==> src/rtl/lane_timer_pkg.sv <==
// lane_timer_pkg
//   Shared definitions for the lane timer block:
//   - lane_state_e : per-lane FSM state encoding (IDLE, RUN, DONE)
//   - DEFAULT_*    : default values of the lane_timer parameters
package lane_timer_pkg;

    localparam int DEFAULT_LANES     = 2;
    localparam int DEFAULT_TICK_DIV  = 100000;
    localparam int DEFAULT_CNT_W     = 14;
    localparam int DEFAULT_MAX_COUNT = 9999;

    typedef enum logic [1:0] {
        IDLE = 2'd0,
        RUN  = 2'd1,
        DONE = 2'd2
    } lane_state_e;

endpackage

==> src/rtl/lane_tick_prescaler.sv <==
// lane_tick_prescaler
//   Divides clk down to one count unit per TICK_DIV cycles for a single lane.
//   Ports:
//     clk   - rising-edge clock
//     reset - asynchronous, active-high reset
//     run   - count enable; while low the divider is held at zero
//     tick  - high in the last cycle of each TICK_DIV period
module lane_tick_prescaler
    import lane_timer_pkg::*;
#(
    parameter int TICK_DIV = DEFAULT_TICK_DIV
) (
    input  logic clk,
    input  logic reset,
    input  logic run,
    output logic tick
);

    localparam int               DIV_W = $clog2(TICK_DIV);
    localparam logic [DIV_W-1:0] LAST  = DIV_W'(TICK_DIV - 1);

    logic [DIV_W-1:0] div_q;
    logic [DIV_W-1:0] div_d;

    // Dropping run clears the divider on the following edge, so a lane that
    // enters RUN always starts a fresh period from zero.
    always_comb begin
        div_d = '0;
        if (run) begin
            if (div_q == LAST) begin
                div_d = '0;
            end else begin
                div_d = div_q + 1'b1;
            end
        end
    end

    always_ff @(posedge clk or posedge reset) begin
        if (reset) begin
            div_q <= '0;
        end else begin
            div_q <= div_d;
        end
    end

    // Decoded from the register only, so there is no path from run to tick.
    // It can be high for one cycle after leaving RUN; the lane qualifies it
    // with its own state.
    assign tick = (div_q == LAST);

endmodule

==> src/rtl/lane_timer.sv <==
// lane_timer
//   LANES independent stopwatch lanes. Each lane runs IDLE -> RUN -> DONE,
//   counts units of TICK_DIV clk cycles while in RUN (saturating at
//   MAX_COUNT) and remembers the smallest unsaturated result since reset.
//   Ports:
//     clk        - rising-edge clock
//     reset      - asynchronous, active-high reset
//     start      - per-lane start request (IDLE/DONE -> RUN)
//     stop       - per-lane stop request (RUN -> DONE)
//     clear      - per-lane return-to-idle request (DONE -> IDLE)
//     count      - per-lane elapsed units, lane i at [i*CNT_W +: CNT_W]
//     busy       - lane is in RUN
//     done       - one-cycle pulse after RUN -> DONE
//     sat        - lane count reached MAX_COUNT since its last start
//     best       - per-lane minimum unsaturated result
//     best_valid - best holds at least one result
module lane_timer
    import lane_timer_pkg::*;
#(
    parameter int LANES     = DEFAULT_LANES,
    parameter int TICK_DIV  = DEFAULT_TICK_DIV,
    parameter int CNT_W     = DEFAULT_CNT_W,
    parameter int MAX_COUNT = DEFAULT_MAX_COUNT
) (
    input  logic                   clk,
    input  logic                   reset,
    input  logic [LANES-1:0]       start,
    input  logic [LANES-1:0]       stop,
    input  logic [LANES-1:0]       clear,
    output logic [LANES*CNT_W-1:0] count,
    output logic [LANES-1:0]       busy,
    output logic [LANES-1:0]       done,
    output logic [LANES-1:0]       sat,
    output logic [LANES*CNT_W-1:0] best,
    output logic [LANES-1:0]       best_valid
);

    localparam logic [CNT_W-1:0] MAX_C = CNT_W'(MAX_COUNT);

    for (genvar i = 0; i < LANES; i++) begin : g_lane

        lane_state_e      state_q, state_d;
        logic [CNT_W-1:0] count_q, count_d;
        logic [CNT_W-1:0] best_q, best_d;
        logic             sat_q, sat_d;
        logic             done_q, done_d;
        logic             busy_q, busy_d;
        logic             best_valid_q, best_valid_d;
        logic             run;
        logic             tick;

        assign run = (state_q == RUN);

        lane_tick_prescaler #(
            .TICK_DIV (TICK_DIV)
        ) u_prescaler (
            .clk   (clk),
            .reset (reset),
            .run   (run),
            .tick  (tick)
        );

        always_comb begin
            state_d      = state_q;
            count_d      = count_q;
            best_d       = best_q;
            sat_d        = sat_q;
            done_d       = 1'b0;
            best_valid_d = best_valid_q;

            unique case (state_q)
                IDLE, DONE: begin
                    // start wins over clear; stop means nothing here
                    if (start[i]) begin
                        state_d = RUN;
                        count_d = '0;
                        sat_d   = 1'b0;
                    end else if (clear[i]) begin
                        state_d = IDLE;
                    end
                end
                RUN: begin
                    if (tick && (count_q < MAX_C)) begin
                        count_d = count_q + 1'b1;
                        if (count_d == MAX_C) begin
                            sat_d = 1'b1;
                        end
                    end
                    // The final result includes a tick landing on the stop
                    // edge, hence count_d/sat_d rather than the flops.
                    if (stop[i]) begin
                        state_d = DONE;
                        done_d  = 1'b1;
                        if (!sat_d && (!best_valid_q || (count_d < best_q))) begin
                            best_d       = count_d;
                            best_valid_d = 1'b1;
                        end
                    end
                end
                default: begin
                    state_d = IDLE;
                end
            endcase

            busy_d = (state_d == RUN);
        end

        always_ff @(posedge clk or posedge reset) begin
            if (reset) begin
                state_q      <= IDLE;
                count_q      <= '0;
                best_q       <= MAX_C;
                sat_q        <= 1'b0;
                done_q       <= 1'b0;
                busy_q       <= 1'b0;
                best_valid_q <= 1'b0;
            end else begin
                state_q      <= state_d;
                count_q      <= count_d;
                best_q       <= best_d;
                sat_q        <= sat_d;
                done_q       <= done_d;
                busy_q       <= busy_d;
                best_valid_q <= best_valid_d;
            end
        end

        assign count[i*CNT_W +: CNT_W] = count_q;
        assign best[i*CNT_W +: CNT_W]  = best_q;
        assign busy[i]                 = busy_q;
        assign done[i]                 = done_q;
        assign sat[i]                  = sat_q;
        assign best_valid[i]           = best_valid_q;

    end

endmodule

==> config.mk <==
export PLATFORM = sky130hd
export DESIGN_NAME = lane_timer
export DESIGN_NICKNAME = d
export VERILOG_FILES = /design/src/rtl/lane_timer_pkg.sv /design/src/rtl/lane_tick_prescaler.sv /design/src/rtl/lane_timer.sv
export SDC_FILE = /design/constraint.sdc
export NUM_CORES = 1
export LEC_CHECK = 0
export CAP_MARGIN = 20
export CORE_AREA = 2 2 107 109
export DETAILED_ROUTE_END_ITERATION = 12
export DIE_AREA = 0 0 109 111
export GPL_ROUTABILITY_DRIVEN = 0
export PLACE_DENSITY = 0.8
export SKIP_LAST_GASP = 1
export SYNTH_ARGS = -nofsm -noshare
export SYNTH_HDL_FRONTEND = slang
export SYNTH_HIERARCHICAL = 1
export SYNTH_SLANG_ARGS = --single-unit
==> constraint.sdc <==
create_clock -name clk -period 4.55 [get_ports clk]
set_clock_uncertainty 0.1 [all_clocks]
set_input_delay 0.6825 -clock clk [delete_from_list [all_inputs] [get_ports clk]]
set_output_delay 0.6825 -clock clk [all_outputs]
set_load 0.01 [all_outputs]
* After elaboration in Yosys (flattened, before gate mapping)
Index checks and enable logic that the tools add are counted.
Storage, ports and cells: bits in registers 102, input port bits 8, output and inout port bits 64, logic and storage cells 90
Operators by class: $add $sub $neg 4, order comparisons 4, equal/unequal tests 12, muxes and demuxes 34, reduce and logical (&&, ||, !) cells 20
Operator list (count):
- 14-bit 2-to-1 mux | 6
- 17-bit 2-to-1 mux | 4
- 14-bit case mux with 2 select lines | 2
- 17-bit by 1-bit adder with 17-bit output (second input constant) | 2
- 17-bit equality test (second input constant) | 2
- 14-bit by 1-bit adder with 14-bit output (second input constant) | 2
- 14-bit equality test (second input constant) | 2
- 14-bit less-than comparator | 2
- 14-bit less-than comparator (second input constant) | 2
- 1-bit 2-to-1 mux | 12
- 2-bit 2-to-1 mux | 6
- 2-bit by 1-bit equality test with 1-bit output (second input constant) | 4
- 2-bit case mux with 2 select lines | 2
- 3-bit AND reduction | 2
- 2-bit equality test (second input constant) | 2
- 1-bit logical AND | 4
- 1-bit zero test | 4
- 2-bit zero test | 2
- 2-bit inequality test (second input constant) | 2
- 1-bit case mux with 2 select lines | 2
- 2-bit AND reduction | 2
- 2-bit nonzero test | 2
- 2-bit OR reduction | 2
- 1-bit logical OR | 2

* Logic depth before layout (Yosys ltp)
depth after elaboration 8, mapped depth 19, gate-level depth less buffers 17

* By module
Netlist, hierarchy kept.
By module, submodules not included:
- lane_timer | instances 1, cells each 448, area each 4319.1 um^2
- lane_tick_prescaler | instances 2, cells each 87, area each 887.1 um^2

* Worst setup path before layout
OpenSTA, ideal clock, no wires.
kind register -> register, start point register g_lane[1].u_prescaler.div_q[0], end point register g_lane[1].best_q[4], library setup time 0.128 ns, data arrival time 3.771 ns, required time 4.322 ns, setup slack 0.551 ns, stages on the path, launching flop included 17, cells stage by stage dfrtp_1 > ha_1 > and4_4 > nand2_1 > nor3_1 > nand2_1 > or4b_1 > nor2_1 > xor2_1 > ha_1 > a2111oi_0 > o21ai_0 > a31oi_1 > o21ai_0 > nand3b_1 > buf_2 > mux2_1
Between the ends: word-level cells in the longest chain between the ends 8
RTL lines:
- from (decl) | RTL line lane_tick_prescaler.sv:22 | logic [DIV_W-1:0] div_q;
- from (signal assigned) | RTL line lane_tick_prescaler.sv:42 | div_q <= div_d;
- 17-bit equality test (*) | RTL line lane_tick_prescaler.sv:49 | assign tick = (div_q == LAST);
- named net g_lane[1].tick | RTL line lane_timer.sv:50 | logic tick;
- 1-bit logical AND (*) | RTL line lane_timer.sv:83 | if (tick && (count_q < MAX_C)) begin
- 14-bit 2-to-1 mux | RTL line lane_timer.sv:83
- 14-bit 2-to-1 mux | RTL line lane_timer.sv:71 | unique case (state_q)
- 14-bit less-than comparator | RTL line lane_timer.sv:94 | if (!sat_d && (!best_valid_q || (count_d < best_q))) begin
- 1-bit logical OR | RTL line lane_timer.sv:94
- 1-bit logical AND | RTL line lane_timer.sv:94
- 3-bit AND reduction (no line)
- to (signal assigned) | RTL line lane_timer.sv:120 | best_q <= best_d;
- to (decl) | RTL line lane_timer.sv:44 | logic [CNT_W-1:0] best_q, best_d;
The timed path passes the listed nets; every way through them passes the cells marked *. The select of a mux whose other input is x is not followed. A chain may end at the register's enable or synchronous reset.

* Final worst setup path
start point register g_lane[1].u_prescaler.div_q[0], end point register g_lane[1].best_q[7]
Same word-level chain as after synthesis.

==> results <==
==> cells in the final DEF, fill, tap and decap left out, types with 4 or more instances in the layout <==
cell type	n
a21o_1	4
a21oi_1	16
a22o_1	15
and2_1	7
and3_1	9
and4_1	4
and4_4	4
buf_4	8
clkbuf_16	9
clkdlybuf4s50_1	71
dfrtp_1	86
dfstp_2	16
ha_1	32
inv_1	40
mux2_1	14
mux2_2	4
mux2_4	10
nand2_1	52
nand2b_1	6
nand3_1	25
nand4_1	18
nor2_1	51
nor3_1	8
nor4_1	5
o21ai_0	42
o31ai_1	8
or4_1	5
xnor2_1	25
xor2_1	27
==> per-layer routing <==
metal  vias to the layer above  share of wire
met1                      2322           0.43
met2                       148           0.49
met3                        18          0.055
met5                         -              0
met4                         0          0.018
li1                       2282              -
==> cells in the mapped netlist, types with 3 or more instances <==
cell type and instances:
mux2_1 14, dfstp_2 16, nor2_1 52, or4_1 5, buf_4 11, and2_1 7
dfrtp_1 86, mux2_4 10, buf_6 4, ha_1 32, nand4_1 18, nand2_1 52
clkbuf_1 13, a22o_1 15, o21ai_0 42, and3_1 9, xor2_1 28, nor2b_1 3
nand3_1 25, inv_1 41, nor4_1 5, a21oi_1 16, nor4b_1 3, nand2b_1 6
nand3b_1 3, xnor2_1 26, buf_2 5, o31ai_1 8, nor3_1 10, and4_1 4
a21o_1 4, mux2_2 4, and4_4 4
==> flip-flops by register name, indices dropped and copies added, names as in the netlist <==
signal,flops
g_lane.u_prescaler/div_q,34
g_lane.best_valid_q,2
g_lane.best_q,28
g_lane.done_q,2
g_lane.state_q,4
g_lane.count_q,28
g_lane.sat_q,2
g_lane.busy_q,2
==> cells by family (layout without fill, tap and decap cells) <==
logic type               count (synthesis)  after routing  share of synthesized area
AO/OA/AOI/OAI                          105            105                      0.115
XOR/XNOR                                54             54                     0.0776
adder cells (fa/ha/maj)                 32             32                     0.0657
buffers and inverters                   78            138                     0.0637
flip-flops                             102            102                      0.422
multiplexers                            30             30                     0.0612
AND/OR/NAND/NOR                        221            221                      0.195
==> final cells by class <==
class | instances | area [um2]
flip-flops and latches | 102 | 2570
inverters | 43 | 161
fillers | 876 | 3930
well taps | 143 | 179
clock buffers | 9 | 225
repair buffers | 79 | 771
multi-input cells | 442 | 3170
clock inverters | 7 | 66.3
==> worst paths after layout <==
kind / startpoint / to / slack (ps) / cells after the start
max: g_lane[1].u_prescaler/div_q[0] / g_lane[1].best_q[7] / 310 / 18
min: g_lane[0].state_q[0] / g_lane[0].state_q[1] / 370 / 1
max reg2reg: g_lane[1].u_prescaler/div_q[0] / g_lane[1].best_q[7] / 310 / 18
min reg2reg: g_lane[0].state_q[0] / g_lane[0].state_q[1] / 370 / 1
max in group asynchronous: reset / g_lane[0].best_q[11] / 2810 / 3
min in group asynchronous: reset / g_lane[0].busy_q / 540 / 2
==> where the power goes <==
part           switching (mW)  total, mW  leakage [nW]  internal (mW)
Combinational           0.205      0.358          1.56          0.153
Sequential             0.0309      0.987          1.34          0.956
Clock                   0.370      0.756         0.138          0.386
==> reports/metrics.yaml <==
synthCells: 622
grt_overflow: 0
slew-limit-headroom: 0.517
grt_max_degree: 59
n_antenna_cell: 0
start_util: 0.550
final.setup.tns_ps: 0
crit_type: "reg2reg"
hold_buffers: 0
use_met3: 0.0535
grt_util_all_layers: 0.237
clkSinkCount: 102
slowest_stage: "dfrtp_1"
ctsRootBufferMaster: "clkbuf_16"
ys.flop_type: "dfrtp_1"
power.density_mw_per_mm2: 294
final_util: 0.645
path_max_fanout: 9
cts_resized: 0
fmax_ghz: 0.236
cp-end-kind: "flip-flop"
core_mm2: 0.0111
io_buffer_count: 71
hold_path_class: "reg2reg"
worst_pin_slew_ps: 725
period_minus_slack_ps: 4240
num_vias: 4770
crit_chain: "ha_1 > and4_4 > nand2_1 > nor3_2 > nand2_1 > or2_1 > nor2_1 > and4_1 > xor2_1 > ha_1 > a21oi_1 > o21a_1 > o21ai_0 > and3_1 > o21ai_0 > nand3b_1 > buf_4 > mux2_1"
hold_viol: 0
place_ws_ps: 214
yosysSeqAreaShare: 0.422
postPlaceCellArea_mm2: 0.00682
fin_ws_ps: 313
synthTopCellsByArea: "dfrtp_1, dfstp_2, ha_1"
crit_family: "simple AND/OR/NAND/NOR gates"
slowest_delay_ps: 400
place_inst: 809
area_growth_pct: 17.3
use_met1: 0.316
synth_area_mm2: 0.00609
holdWs_ps: 369
avgRoutedWirePerCell_um: 16.5
dieArea_mm2: 0.0121
critPathBufInv: 1
htreeDepth: 3
critical_path_required_ps: 4680
busiest_layer: "met2"
startpoint_type: "flip-flop"
wirelength_mm: 13.6
max_cap_viol_count: 0
dpl.hpwl_mm: 9.87
vias_per_cell: 5.78
die_h_um: 111
cts_tree: "built"
slew_violations: 0
clock_latency_ps: 350
finalNonFillerCells: 825
yosysWarningCount: 6
power_mw: 2.10
netlist.area_leader.share: 0.353
status: "finished, final reports clean"
numCtsBuffers: 9
drcViolationCount: 0
fin_crit_sh: 0.931
cts.clk_slew.worst_paths_ps: 70
drtAntennaViolNets: 0
ir_drop_mv: 0.301
final_cell_area_mm2: 0.00715
grt_pass1_wl_mm: 22.7
rows: 39
cts_setup_buffers: 0
antenna_found_initial: 0
syn_area_per_cell_um2: 9.80
cts_buffer_depth: 2
yosys.area.top_type: "dfrtp_1"
p_leak_nw: 3.04
setup_viol: 0
async_flop_share: 1.00
cp.arrival_ps: 4370
use_met2: 0.383
die_x_um: 109
drive_gt1_frac: 0.113
ys_ff_latch: 102
first_global_vias: 4662
synth-edff-count: 0
syn_nets: 662
nets: 717
io_pins: 72
synth.distinct_cells: 63
drt_iter0_markers: 385
dr.pass1.iters: 5
No activity file was read; power rests on OpenSTA's default activity.
==> RTL edit 1 (same settings) <==
Register the inputs `start`, `stop` and `clear` before use. The logic sees them one clock later.
--- a/src/rtl/lane_timer.sv
+++ b/src/rtl/lane_timer.sv
@@ -37,6 +37,16 @@
 
     localparam logic [CNT_W-1:0] MAX_C = CNT_W'(MAX_COUNT);
 
+    logic [LANES-1:0] start_q;
+    logic [LANES-1:0] stop_q;
+    logic [LANES-1:0] clear_q;
+
+    always_ff @(posedge clk) begin
+        start_q <= start;
+        stop_q  <= stop;
+        clear_q <= clear;
+    end
+
     for (genvar i = 0; i < LANES; i++) begin : g_lane
 
         lane_state_e      state_q, state_d;
@@ -71,11 +81,11 @@
             unique case (state_q)
                 IDLE, DONE: begin
                     // start wins over clear; stop means nothing here
-                    if (start[i]) begin
+                    if (start_q[i]) begin
                         state_d = RUN;
                         count_d = '0;
                         sat_d   = 1'b0;
-                    end else if (clear[i]) begin
+                    end else if (clear_q[i]) begin
                         state_d = IDLE;
                     end
                 end
@@ -88,7 +98,7 @@
                     end
                     // The final result includes a tick landing on the stop
                     // edge, hence count_d/sat_d rather than the flops.
-                    if (stop[i]) begin
+                    if (stop_q[i]) begin
                         state_d = DONE;
                         done_d  = 1'b1;
                         if (!sat_d && (!best_valid_q || (count_d < best_q))) begin
Behaviour: not the same (a bounded check fails within 4 cycles, from zero or initial values and one cycle with reset high).
==> RTL edit 1 against the original RTL <==
Fmax decreased by 2.2%. Critical path type unchanged. Largest cell class unchanged. Design area is 2.3% higher. Non-clock buffer count increased by 1. Highest routed layer unchanged. Synthesized cell count shrank 0.64%. Global-route usage fell by 0.051 points. Via count up 0.86%. Area after synthesis is 3.2% higher. Sequential cell count rose by 6. Critical endpoint is now g_lane[1].best_q[4]. Worst setup slack worse by 0.097 ns. Wire length rose by 1.0%.
Power is not compared: it rests on default switching activity, and its combinational part moved more than twofold at a synthesized area within 25%.
==> RTL edit 1: results <==
set metrics [dict create \
    synth_common_cells "86 x dfrtp_1, 56 x nor2_1, 42 x inv_1" \
    yosys.cell_types.count 66 \
    clk_pin_slew_ns 0.06 \
    grt_pass1_vias 4781 \
    cp-endpoint "g_lane[1].best_q[4]" \
    dp_cells 804 \
    ant_nets 0 \
    synthTopCellsByArea "dfrtp_1 34%, dfstp_2 6.7%, ha_1 6.4%" \
    hpwl_mm 10.1 \
    grt_pass1_wl_mm 22.7 \
    slowest_delay_ns 0.44 \
    cpMaxStageDelayCell "a2111oi_1" \
    seq_area_frac_synth_pct 42.8 \
    final-instance-count-excl-fill 821 \
    rrSetupSlack_ns 0.22 \
    status "finished clean" \
    vias_per_cell 5.86 \
    relSlewSlack_pct 33.9 \
    period_share_pct 95.3 \
    fin_nets 713 \
    antenna_found_initial 0 \
    fin_hold_ws_ns 0.328 \
    nFillCells 869 \
    path_max_fanout 12 \
    clk_latency_ns 0.35 \
    drtIter0Drc 357 \
    drive_gt1_share_pct 14.0 \
    synthArstFlopShare_pct 94.4 \
    syn_nets 658 \
    pre_cts_ws_ns 0.131 \
    grt_start_max_net_pins 41 \
    hold_end "g_lane[1].state_q[1]" \
]
-- RTL edit 1: changes by cell type after synthesis, sizes merged, moves of 3 or more --
cell | unedited run | this run
o21ai | 43 | 28
nand2 | 54 | 43
a22o | 15 | 22
dfxtp | 0 | 6
nor2 | 52 | 57
a21oi | 16 | 20
buf | 21 | 25
clkbuf | 14 | 11
nand4 | 20 | 23
xnor2 | 26 | 23
-- RTL edit 1: cell families after synthesis --
group	count (synthesis)	synth area share (%)
AO/OA/AOI/OAI	104	12.2
buffers and inverters	78	6.65
AND/OR/NAND/NOR	215	18.4
adder cells (fa/ha/maj)	32	6.37
flip-flops	108	42.8
multiplexers	29	6.31
XOR/XNOR	52	7.25
-- RTL edit 1: layout make-up --
type                            count  area [µm²]  area share [%]
Tap cell                          143         179            2.45
Clock inverter                      4        51.3           0.702
Timing Repair Buffer               80         782            10.7
Sequential cell                   108        2690            36.8
Clock buffer                       12         246            3.37
Inverter                           42         158            2.16
Multi-Input combinational cell    432        3200            43.8
-- RTL edit 1: repair_timing --
item	in CTS	in global routing
hold buffers	0	0
setup buffers	0	1
endpoints found under the hold margin	0	0
resized for setup	0	7
setup endpoints to repair	0	26
-- RTL edit 1: worst max-delay path: cells and delay by family, from the launching register on --
family | cells | cell delay, ns
muxes | 1 | 0.30
xor gates and xnor gates | 1 | 0.25
and+or+nand+nor | 8 | 1.42
adders and majority gates | 2 | 0.52
AOI/OAI and AO/OA | 4 | 0.99
buffers and inverters | 1 | 0.22
DFF | 1 | 0.40
-- RTL edit 1: layer usage --
layer	global-route usage, %	routed length (µm)	vias to the layer above
met1	29.9	5950	2384
met2	38.9	6940	123
met3	4.17	573	25
met5	0	0	-
li1	-	-	2279
met4	11.0	296	0
==> RTL edit 2 (config.mk and constraints unchanged) <==
Made on the original files. Change the package constant `DEFAULT_TICK_DIV` from 100000 to 50000.
--- a/src/rtl/lane_timer_pkg.sv
+++ b/src/rtl/lane_timer_pkg.sv
@@ -5,7 +5,7 @@
 package lane_timer_pkg;
 
     localparam int DEFAULT_LANES     = 2;
-    localparam int DEFAULT_TICK_DIV  = 100000;
+    localparam int DEFAULT_TICK_DIV  = 50000;
     localparam int DEFAULT_CNT_W     = 14;
     localparam int DEFAULT_MAX_COUNT = 9999;
 
Behaviour: same outputs for any inputs over 4 cycles, from zero or initial values and one cycle with reset high; that may be too few to reach the edited logic, so the function may still have changed.
==> RTL edit 2 against the original RTL <==
Worst setup slack improved by 0.037 ns. Synthesized cell count fell by 1.6%. Area after synthesis rose by 0.12%. Utilization rose by 0.42 points. Total power rose by 6.7%. Sequential cell count fell by 2. Cell count fell by 1.2%. Sequential share of layout area fell by 0.93 points. Critical path type unchanged. Wire length rose by 2.3%. Via count fell by 1.1%. Largest cell class unchanged. Design area rose by 0.65%. Clock power rose by 20%.
==> RTL edit 2: results <==
set metrics [dict create \
    crit_family "simple AND/OR/NAND/NOR gates" \
    fin_nets 707 \
    path_max_fanout 9 \
    drtIter0Drc 273 \
    grt_pass1_wl_mm 23.2 \
    rrSetupSlack_ns 0.35 \
    hold_end "g_lane[1].state_q[1]" \
    status "finished clean" \
    synth_common_cells "84 x dfrtp_1, 50 x nor2_1, 47 x inv_1" \
    hold_class "reg2reg" \
    seq_area_frac_synth_pct 41.3 \
    worstHoldStart "g_lane[1].state_q[0]" \
    hpwl_mm 9.72 \
    ir_worst_vdd_mv 0.211 \
    grt_usage_pct 24.3 \
    post_dp_cell_area_mm2 0.00682 \
    leakagePower_nw 3.11 \
    drive_gt1_share_pct 12.8 \
    r2r-end "g_lane[1].best_q[4]" \
    yosysWarnings 6 \
    rr_worst_depth 18 \
    reg.largest.list "g_lane.u_prescaler/div_q (32), g_lane.best_q (28), g_lane.count_q (28)" \
    arrival_ns 4.34 \
    r2r_start "g_lane[1].u_prescaler/div_q[0]" \
    cts_buffers 9 \
    grt_pass1_vias 4761 \
    ys.flop_type "dfrtp_1" \
    vias_per_cell 5.79 \
    syn_nets 652 \
    slowest_delay_ns 0.43 \
    wl_mm 13.9 \
    synthTopCellsByArea "dfrtp_1 34%, dfstp_2 6.9%, ha_1 6.6%" \
    clk_pin_slew_ns 0.07 \
    relSlewSlack_pct 59.8 \
    clk_latency_ns 0.36 \
    yosys.cell_types.count 67 \
    largest_reg_flops 32 \
    numPortBuffers 71 \
    clock_path_buffers 2 \
    cpMaxStageDelayCell "dfrtp_1" \
    synthArstFlopShare_pct 100 \
    antenna_found_initial 0 \
    grt_start_max_net_pins 51 \
    htreeDepth 3 \
    n_antenna_cell 0 \
    cts_root_buffer "clkbuf_16" \
]
RTL edit 2: metrics by stage:
step | instances | hold WS (ns) | setup WS, ns | power, mW | util [%]
floorplan | 612 | 0.344 | 0.756 | 1.24 | -
global placement | 797 | 0.362 | 0.271 | 1.33 | 61.5
detailed placement | 797 | 0.372 | 0.213 | 1.34 | 61.5
CTS | 813 | 0.390 | 0.125 | 2.24 | 64.7
global route | 815 | 0.404 | 0.0276 | 2.33 | 64.9
finish | 815 | 0.386 | 0.350 | 2.24 | 64.9
RTL edit 2: worst max path at each step:
| stage | from | end | slack, ns | cells after the start |
|---|---|---|---|---|
| floorplan | g_lane[1].u_prescaler/div_q[0] | g_lane[1].best_q[4] | 0.76 | 16 |
| global placement | g_lane[1].u_prescaler/div_q[0] | g_lane[1].best_q[7] | 0.27 | 18 |
| detailed placement | g_lane[1].u_prescaler/div_q[0] | g_lane[1].best_q[5] | 0.21 | 18 |
| CTS | g_lane[1].u_prescaler/div_q[0] | g_lane[1].best_q[4] | 0.12 | 18 |
| global route | g_lane[0].u_prescaler/div_q[0] | g_lane[0].best_q[11] | 0.03 | 17 |
| finish | g_lane[1].u_prescaler/div_q[0] | g_lane[1].best_q[4] | 0.35 | 18 |
RTL edit 2: cell families after synthesis:
family | synth area share, %
multiplexers | 6.11
AND/OR/NAND/NOR | 21.4
flip-flops | 41.3
adder cells (fa/ha/maj) | 6.56
buffers and inverters | 6.60
XOR/XNOR | 8.33
AO/OA/AOI/OAI | 9.64
RTL edit 2: what timing repair did:
action,CTS,global route
gates resized for setup,0,1
endpoints found under the setup margin,0,19
setup buffers,0,1
RTL edit 2: per-layer routing:
layer	track usage, %	routed length, µm	part of all wire, %
met1	33.6	6170	44
met2	38.4	6790	49
met3	3.70	712	5.1
met4	9.06	256	1.8
met5	0	0	0
RTL edit 2: layout make-up:
cell class | count | area, µm²
clock buffers | 9 | 225
clock inverters | 7 | 123
fillers | 856 | 3880
inverters | 49 | 184
multi-input cells | 428 | 3180
flip-flops and latches | 100 | 2520
well taps | 143 | 179
repair buffers | 79 | 783
RTL edit 2: report_power, final:
part | internal, mW | total [mW] | switching [mW]
Clock | 0.542 | 0.906 | 0.365
Combinational | 0.151 | 0.360 | 0.208
Sequential | 0.939 | 0.975 | 0.0368
